--- config.mk ---
export PLATFORM = sky130hd
export DESIGN_NAME = array_port_adapter
export DESIGN_NICKNAME = d
export VERILOG_FILES = /design/src/rtl/array_adapt_pkg.sv /design/src/rtl/array_rsp_fifo.sv /design/src/rtl/array_port_adapter.sv
export SDC_FILE = /design/constraint.sdc
export NUM_CORES = 1
export LEC_CHECK = 0
export ABC_AREA = 1
export CAP_MARGIN = 20
export CORE_MARGIN = 3
export CORE_UTILIZATION = 40
export DETAILED_ROUTE_END_ITERATION = 8
export HOLD_SLACK_MARGIN = 0.15
export PLACE_DENSITY = 0.8
export SYNTH_ARGS = -nofsm -noshare
export SYNTH_HDL_FRONTEND = slang
export SYNTH_SLANG_ARGS = --single-unit
--- constraint.sdc ---
create_clock -name clock -period 3.2 [get_ports clock]
set_input_delay 0.48 -clock clock [delete_from_list [all_inputs] [get_ports clock]]
set_output_delay 0.48 -clock clock [all_outputs]
set_load 0.02 [all_outputs]
--- src/rtl/array_adapt_pkg.sv ---
// Shared constants and types for the array port adapter.
// The optional round-robin arbiter is selected by defining ARRAY_ADAPT_RR_ARB_EN.
package array_adapt_pkg;

    localparam int DEF_ADDR_W     = 2;
    localparam int DEF_DATA_W     = 34;
    localparam int DEF_MASK_W     = 2;
    localparam int DEF_RESP_DEPTH = 2;
    localparam int LANE_W         = DEF_DATA_W / DEF_MASK_W;

    typedef enum logic [1:0] {
        GNT_NONE = 2'd0,
        GNT_WR   = 2'd1,
        GNT_RD   = 2'd2
    } grant_e;

    // Counter width able to hold 0..depth inclusive.
    function automatic int cnt_width(input int depth);
        return $clog2(depth + 1);
    endfunction

endpackage

--- src/rtl/array_rsp_fifo.sv ---
// Small synchronous FIFO that holds read responses until the consumer takes them.
module array_rsp_fifo
    import array_adapt_pkg::*;
#(
    parameter int DEPTH = DEF_RESP_DEPTH,
    parameter int WIDTH = DEF_DATA_W,
    localparam int PTR_W = (DEPTH > 1) ? $clog2(DEPTH) : 1,
    localparam int CNT_W = cnt_width(DEPTH)
) (
    input  logic             clock,
    input  logic             reset_n,
    input  logic             push,
    input  logic [WIDTH-1:0] push_data,
    input  logic             pop,
    output logic [WIDTH-1:0] pop_data,
    output logic             full,
    output logic             empty,
    output logic [CNT_W-1:0] count
);

    logic [WIDTH-1:0] storage [DEPTH];
    logic [PTR_W-1:0] wr_ptr;
    logic [PTR_W-1:0] rd_ptr;
    logic             do_push;
    logic             do_pop;

    function automatic logic [PTR_W-1:0] next_ptr(input logic [PTR_W-1:0] ptr);
        return (ptr == PTR_W'(DEPTH - 1)) ? '0 : ptr + 1'b1;
    endfunction

    assign empty    = (count == '0);
    assign full     = (count == CNT_W'(DEPTH));
    assign do_pop   = pop && !empty;
    // A full queue may still accept a push when the head leaves in the same cycle.
    assign do_push  = push && (!full || do_pop);
    assign pop_data = storage[rd_ptr];

    always_ff @(posedge clock or negedge reset_n) begin
        if (!reset_n) begin
            wr_ptr <= '0;
            rd_ptr <= '0;
            count  <= '0;
        end else begin
            if (do_push) begin
                wr_ptr <= next_ptr(wr_ptr);
            end
            if (do_pop) begin
                rd_ptr <= next_ptr(rd_ptr);
            end
            case ({do_push, do_pop})
                2'b10:   count <= count + 1'b1;
                2'b01:   count <= count - 1'b1;
                default: count <= count;
            endcase
        end
    end

    always_ff @(posedge clock) begin
        if (do_push) begin
            storage[wr_ptr] <= push_data;
        end
    end

endmodule

--- src/rtl/array_port_adapter.sv ---
// Merges write and read request channels onto one single-port masked array and queues read data.
// Define ARRAY_ADAPT_RR_ARB_EN for round-robin arbitration; otherwise writes have fixed priority.
module array_port_adapter
    import array_adapt_pkg::*;
#(
    parameter int ADDR_W     = DEF_ADDR_W,
    parameter int DATA_W     = DEF_DATA_W,
    parameter int MASK_W     = DEF_MASK_W,
    parameter int RESP_DEPTH = DEF_RESP_DEPTH
) (
    input  logic              clock,
    input  logic              reset_n,
    input  logic              wr_valid,
    output logic              wr_ready,
    input  logic [ADDR_W-1:0] wr_addr,
    input  logic [MASK_W-1:0] wr_mask,
    input  logic [DATA_W-1:0] wr_data,
    input  logic              rd_valid,
    output logic              rd_ready,
    input  logic [ADDR_W-1:0] rd_addr,
    output logic              rsp_valid,
    input  logic              rsp_ready,
    output logic [DATA_W-1:0] rsp_data,
    output logic              mem_en,
    output logic              mem_wmode,
    output logic [ADDR_W-1:0] mem_addr,
    output logic [MASK_W-1:0] mem_wmask,
    output logic [DATA_W-1:0] mem_wdata,
    input  logic [DATA_W-1:0] mem_rdata,
    output logic              busy
);

    localparam int CNT_W = cnt_width(RESP_DEPTH);

    grant_e           grant;
    logic             inflight;
    logic [CNT_W-1:0] occ;
    logic             fifo_full;
    logic             fifo_empty;
    logic             pop;
    logic [CNT_W:0]   pending;
    logic             rd_credit;
    logic             rd_elig;

    assign rsp_valid = !fifo_empty;
    assign pop       = rsp_valid && rsp_ready;
    assign busy      = inflight || !fifo_empty;

    // Every read must have a guaranteed queue slot by the time its data returns.
    assign pending   = {1'b0, occ} + {{CNT_W{1'b0}}, inflight} - {{CNT_W{1'b0}}, pop};
    assign rd_credit = (pending < (CNT_W + 1)'(RESP_DEPTH)) && !(fifo_full && !pop);
    assign rd_elig   = rd_valid && rd_credit;

`ifdef ARRAY_ADAPT_RR_ARB_EN
    logic prio_rd;

    always_ff @(posedge clock or negedge reset_n) begin
        if (!reset_n) begin
            prio_rd <= 1'b0;
        end else if (grant == GNT_WR) begin
            prio_rd <= 1'b1;
        end else if (grant == GNT_RD) begin
            prio_rd <= 1'b0;
        end
    end

    always_comb begin
        grant = GNT_NONE;
        if (wr_valid && rd_elig) begin
            grant = prio_rd ? GNT_RD : GNT_WR;
        end else if (wr_valid) begin
            grant = GNT_WR;
        end else if (rd_elig) begin
            grant = GNT_RD;
        end
    end
`else
    always_comb begin
        grant = GNT_NONE;
        if (wr_valid) begin
            grant = GNT_WR;
        end else if (rd_elig) begin
            grant = GNT_RD;
        end
    end
`endif

    always_comb begin
        wr_ready  = 1'b0;
        rd_ready  = 1'b0;
        mem_en    = 1'b0;
        mem_wmode = 1'b0;
        mem_addr  = '0;
        mem_wmask = '0;
        mem_wdata = '0;
        case (grant)
            GNT_WR: begin
                wr_ready  = 1'b1;
                mem_en    = 1'b1;
                mem_wmode = 1'b1;
                mem_addr  = wr_addr;
                mem_wmask = wr_mask;
                mem_wdata = wr_data;
            end
            GNT_RD: begin
                rd_ready  = 1'b1;
                mem_en    = 1'b1;
                mem_addr  = rd_addr;
            end
            default: begin
            end
        endcase
    end

    // The array returns read data one cycle after issue; capture it that cycle.
    always_ff @(posedge clock or negedge reset_n) begin
        if (!reset_n) begin
            inflight <= 1'b0;
        end else begin
            inflight <= (grant == GNT_RD);
        end
    end

    array_rsp_fifo #(
        .DEPTH (RESP_DEPTH),
        .WIDTH (DATA_W)
    ) u_rsp_fifo (
        .clock     (clock),
        .reset_n   (reset_n),
        .push      (inflight),
        .push_data (mem_rdata),
        .pop       (pop),
        .pop_data  (rsp_data),
        .full      (fifo_full),
        .empty     (fifo_empty),
        .count     (occ)
    );

endmodule

Word-level counts from Yosys, hierarchy flattened
Memory sizes are Yosys's and may differ from the RTL's.
Cells that the tools add are included.
- add/subtract/negate cells: 6
- $mul: 0
- div/mod/pow operators: 0
- $lt $le $gt $ge: 1
- equality and inequality tests: 5
- shift operators: 0
- muxes and demuxes: 13
- bitwise logic cells: 0
- reductions and logical operators: 15
- operators by type and width (cell ; count):
    $mux W34 ; 1
    $pmux W2 S2 ; 2
    $mux W1 ; 7
    $eq A2 B2 Y1 const B ; 3
    $logic_and A1 B1 Y1 ; 6
    $mux W2 ; 3
    $eq A2 B1 Y1 const B ; 2
    $logic_not A1 Y1 ; 4
    $add A2 B1 Y3 ; 1
    $lt A3 B2 Y1 const B ; 1
    $sub A3 B1 Y3 ; 1
    $add A1 B1 Y1 const B ; 2
    $add A2 B1 Y2 const B ; 1
    $logic_not A2 Y1 ; 1
    $logic_or A1 B1 Y1 ; 2
    $reduce_bool A2 Y1 ; 1
    $reduce_or A2 Y1 ; 1
    $sub A2 B1 Y2 const B ; 1
- register bits after elaboration: 5
- bits in latches: 0
- bits in writable memories: 68
- ROM bits: 0
- bits of input ports: 79
- output and inout port bits: 78
- memories kept: 1
- memory list (name ; words ; bits a word ; read ports ; clocked after memory_dff ; write ports ; line ; source):
    u_rsp_fifo.storage ; 2 ; 34 ; 1 ; 0 ; 1 ; array_rsp_fifo.sv:21 ; logic [WIDTH-1:0] storage [DEPTH];

Longest topological paths before layout
Gate-level depths: netlist of run 1.
- depth in word-level cells: 13
- mapped depth: 13
- gate-level depth less buffers: 13

By module
Synthesis of run 1 repeated with hierarchy kept, for this count alone.
- cell total of the unflattened synthesis: 316
- area total of the unflattened synthesis: 3205.6 sq um
- by module, submodules not included (module ; times used ; cells each ; area an instance (sq um) ; sequential area each (sq um)):
    array_rsp_fifo ; 1 ; 209 ; 2733.9 ; 2142.1
    array_port_adapter ; 1 ; 107 ; 471.7 ; 25.0

Worst setup path before layout of run 1
Ideal clock, no wire load.
- kind: register -> output
- from: register u_rsp_fifo.count[1]
- to: output rd_ready
- arrival: 2536 ps
- data required time: 2720 ps
- setup slack: 184 ps
- stages on the path, launching flop included: 14
- path buffers: 0
- cell sequence: dfrtp_1 > inv_2 > nand2_1 > nand2_1 > inv_1 > ha_1 > or2_2 > fa_1 > nand2_1 > inv_1 > nand2_1 > nor2_1 > nand2_1 > nor2_1
- longest elaborated chain between the ends: 12
- elaborated cells between the ends (all ways): 16
- RTL lines (item ; line ; source):
    start, declared ; array_rsp_fifo.sv:18 ; output logic [CNT_W-1:0] count
    start signal, assigned ; array_rsp_fifo.sv:51 ; 2'b10: count <= count + 1'b1;
    start signal, assigned ; array_rsp_fifo.sv:52 ; 2'b01: count <= count - 1'b1;
    start signal, assigned ; array_rsp_fifo.sv:53 ; default: count <= count;
    $logic_not A2 Y1 (*) ; array_rsp_fifo.sv:31 ; assign empty = (count == '0);
    $logic_not A1 Y1 (*) ; array_port_adapter.sv:45 ; assign rsp_valid = !fifo_empty;
    via rsp_valid ; array_port_adapter.sv:21 ; output logic rsp_valid,
    $logic_and A1 B1 Y1 (*) ; array_port_adapter.sv:46 ; assign pop = rsp_valid && rsp_ready;
    branches (longest 3 deep; another with $sub A3 B1 Y3) ; - ;
    $logic_and A1 B1 Y1 (*) ; array_port_adapter.sv:51 ; assign rd_credit = (pending < (CNT_W + 1)'(RESP_DEPTH)) && !(fifo_full && !pop);
    $logic_and A1 B1 Y1 (*) ; array_port_adapter.sv:52 ; assign rd_elig = rd_valid && rd_credit;
    $mux W2 (*) ; array_port_adapter.sv:82 ; end else if (rd_elig) begin
    $mux W2 (*) ; array_port_adapter.sv:80 ; if (wr_valid) begin
    $eq A2 B2 Y1 (*) ; array_port_adapter.sv:96 ; case (grant)
    $mux W1 (*) ; array_port_adapter.sv:96 ;
    end, declared ; array_port_adapter.sv:19 ; output logic rd_ready,
Mark *: on every way through the listed nets, which the timed path passes.

Worst setup path after layout of run 1
- from: register u_rsp_fifo.count[0]
- to: output mem_addr[0]
- longest elaborated chain between the ends: 12
- elaborated cells between the ends (all ways): 17
- RTL lines (item ; line ; source):
    branches (longest 6 deep; another with $add A2 B1 Y3) ; - ;
    $logic_and A1 B1 Y1 (*) ; array_port_adapter.sv:51 ;
    $logic_and A1 B1 Y1 (*) ; array_port_adapter.sv:52 ;
    $mux W2 (*) ; array_port_adapter.sv:82 ;
    $mux W2 (*) ; array_port_adapter.sv:80 ;
    $eq A2 B2 Y1 or $eq A2 B1 Y1 (tied branches) ; array_port_adapter.sv:96 ;
    $pmux W2 S2 (*) ; array_port_adapter.sv:96 ;
    end, declared ; array_port_adapter.sv:26 ; output logic [ADDR_W-1:0] mem_addr,
Every way passes the cells marked *.

==> metrics.cfg, run 1 <==
[run_status]
outcome=complete, no violations

[floorplan]
die_w_um=94.77
rows=31
core_area_um2=7447
die_y_um=94.77
dieArea_um2=8980
io_pins=157
start_util_pct=42.32

[cts]
clkSlewWorstSetupHoldPaths_ps=70
cts_buffer_depth=2
worstSkewPairLatency_ps=330
cts_made_buffers=9
cts-htree-levels=3
clock_sink_count=73
cts_hold_buf=0
root_buffer=clkbuf_8
cts_tree=yes

[detailed_routing]
post-route-drc-count=0
wire_per_inst_um=13.53
firstDrtPassIters=5
wl_um=7753
first_iter_violations=68
via_per_inst=4.471
ant_nets=0
vias=2562

[run]
cap_violations=0

[yosys]
synth-simple-area-share_pct=20.60
synth_edf_count=68
synthAdderAreaFrac_pct=1.429
synthXorXnorAreaFrac_pct=0.8337
synth_compound_area_share_pct=0.4764
synth_fp_nets=385
synth-seq-cells=73
postSynthCellCount=303
synth_top_family_by_area=simple AND/OR/NAND/NOR gates
yosys_warnings=0
yosysSeqAreaShare_pct=68.76
synth_cell_types=22
synthArstFlopShare_pct=6.849
muxShareOfSynthArea_pct=0
synth_ff_type=edfxtp_1
synthesis.area_um2=3152
avgSynthCellArea_um2=10.40

[sta]
slew_headroom_pct=55.88
hold_viol=0
tightest_slew_ps=661.8
fin_skew_ps=5.005
drv_slew=0
fin_hold_ws_ps=378.4
finalSetupViolCount=0
period_needed_ps=3049
fmaxAchievable_ghz=0.3280
fin_crit_sh_pct=95.28
setup_ws_ps=151.0

[final_layout]
final_common_cell=clkdlybuf4s50_1
layout-drive-gt1-share_pct=10.34
register_area_um2=2167
area_growth_pct=61.17
fillCellCount=582
finish.net_count=551
layout_common_cells=clkdlybuf4s50_1, nand2_1, edfxtp_1
n_antenna_cell=0
multi_input_area_um2=778.2

[place]
io_buffers=156
dpl.hpwl_um=5780
pre_cts_slack_ps=-612.0
gp_congestion=0.7560

[setup_path]
worstSetupStartpointType=flop
path_cells=inv_2, nand2_2, nand2_2, inv_2, ha_4, or2_4, fa_1, nand2_1, inv_1, nand2_2, nor2_4, buf_6, nand4_1, nand2_1, buf_6
path_common_cell=nand2_2
end_kind=output port
crit_type=flop to output port
critPathArrivalTime_ps=2570
crit_path_top_delay_cell=fa_1
cp_max_fo=2
slowest_delay_ps=480
cp_data_required_time_ps=2720

[power_and_ir_drop]
power.density_nw_per_um2=680.5
peakVddDrop_mv=0.2400
intPower_mw=2.169
p_clk_share_pct=17.7
seqPwrFrac_pct=36.0
netSwitchingFraction_pct=37.25
power_frac_comb_pct=46.3
switchingPower_mw=1.288
power_leakage_nw=2.238

[global_route]
antenna_found_initial=0
grt_pass1_vias=2682
track_usage_pct=17.24
grt_pass1_wl_um=11850
gr-total-overflow=0
grt_max_degree=36

[min_path]
hold_path.class=input port to asynchronous set/reset pin

[cell usage after synthesis (4+ instances only)]
| cell type | n | area share (%) |
|---|---|---|
| edfxtp_1 | 68 | 65 |
| nand2_1 | 149 | 18 |
| inv_1 | 43 | 5.1 |
| buf_2 | 8 | 1.3 |
| dfrtp_1 | 5 | 4.0 |
| nor2_1 | 4 | 0.48 |
| buf_4 | 4 | 0.95 |
[worst max-delay path: cells and delay by family (launching register included)]
kind | cells | cell delay [ps]
DFF | 1 | 400
and+or+nand+nor | 8 | 780
adders and majority gates | 2 | 680
buffers and inverters | 5 | 400
[flip-flops by register name (all words and copies together) (netlist names)]
register and count:
inflight 1, u_rsp_fifo.count 2, u_rsp_fifo.rd_ptr 1, u_rsp_fifo.storage 68, u_rsp_fifo.wr_ptr 1
[metrics by stage]
| stage | power [mW] | cells | util, % | instance area (um2) | setup TNS (ps) |
|---|---|---|---|---|---|
| floorplan | 2.072 | 303 | - | 3152 | 0 |
| detailed placement | 2.829 | 556 | 65.34 | 4866 | -2282 |
| global route | 3.665 | 573 | 68.21 | 5080 | -11.35 |
| global placement | 2.793 | 556 | 65.34 | 4866 | -1902 |
| finish | 3.457 | 573 | 68.21 | 5080 | 0 |
| CTS | 3.443 | 572 | 67.47 | 5025 | -4.849 |
[path summary, 6_finish.rpt]
kind	slack (ps)	end	cells past startpoint	from
min reg2reg	590	u_rsp_fifo.wr_ptr	2	u_rsp_fifo.wr_ptr
min in group clock	590	u_rsp_fifo.wr_ptr	2	u_rsp_fifo.wr_ptr
max	150	mem_addr[0]	15	u_rsp_fifo.count[0]
max in group asynchronous	2620	u_rsp_fifo.rd_ptr	1	reset_n
max reg2reg	1080	inflight	13	u_rsp_fifo.count[0]
min	380	u_rsp_fifo.wr_ptr	1	reset_n
[timing repair]
| action | 4_1_cts | 5_1_grt |
|---|---|---|
| buffers inserted | 0 | 1 |
| pin swaps | 0 | 4 |
| endpoints found under the hold margin | 0 | 0 |
| setup endpoints to repair | 4 | 4 |
| resized for setup | 21 | 13 |
[layout make-up]
type / count / area share (%)
Timing Repair Buffer: 168 / 32.78
Tap cell: 99 / 2.438
Sequential cell: 73 / 42.66
Multi-Input combinational cell: 171 / 15.32
Inverter: 46 / 3.448
Clock buffer: 9 / 2.438
Clock inverter: 7 / 0.9113
[power groups by stage]
| stage | Clock (mW) | Combinational [mW] | Sequential (mW) |
|---|---|---|---|
| 5_1_grt | 0.661 | 1.74 | 1.26 |
| 3_5_place_dp | 0 | 1.56 | 1.27 |
| 3_3_place_gp | 0 | 1.53 | 1.26 |
| 2_1_floorplan | 0 | 0.845 | 1.23 |
| 4_1_cts | 0.633 | 1.56 | 1.25 |
| 6_report | 0.612 | 1.60 | 1.24 |
[cells by family after synthesis]
group	count (synthesis)
xor+xnor	3
flops	73
buf+inv	59
compound gates	3
simple gates	162
fa+ha+maj	3
[layer usage]
metal	up-vias	GRT usage, %	wire length, um
met4	0	5.649	108
li1	1270	-	-
met5	-	0	0
met3	9	5.817	674
met2	113	32.82	4272
met1	1170	17.42	2698
Power figures use the tool's default switching activity.
==> run 2, diff against run 1 <==
Settings changed: ABC_CLOCK_PERIOD_IN_PS set to 3200.
==> results of run 2 <==
The final DEF is identical to that of run 1; final timing and power are the same.
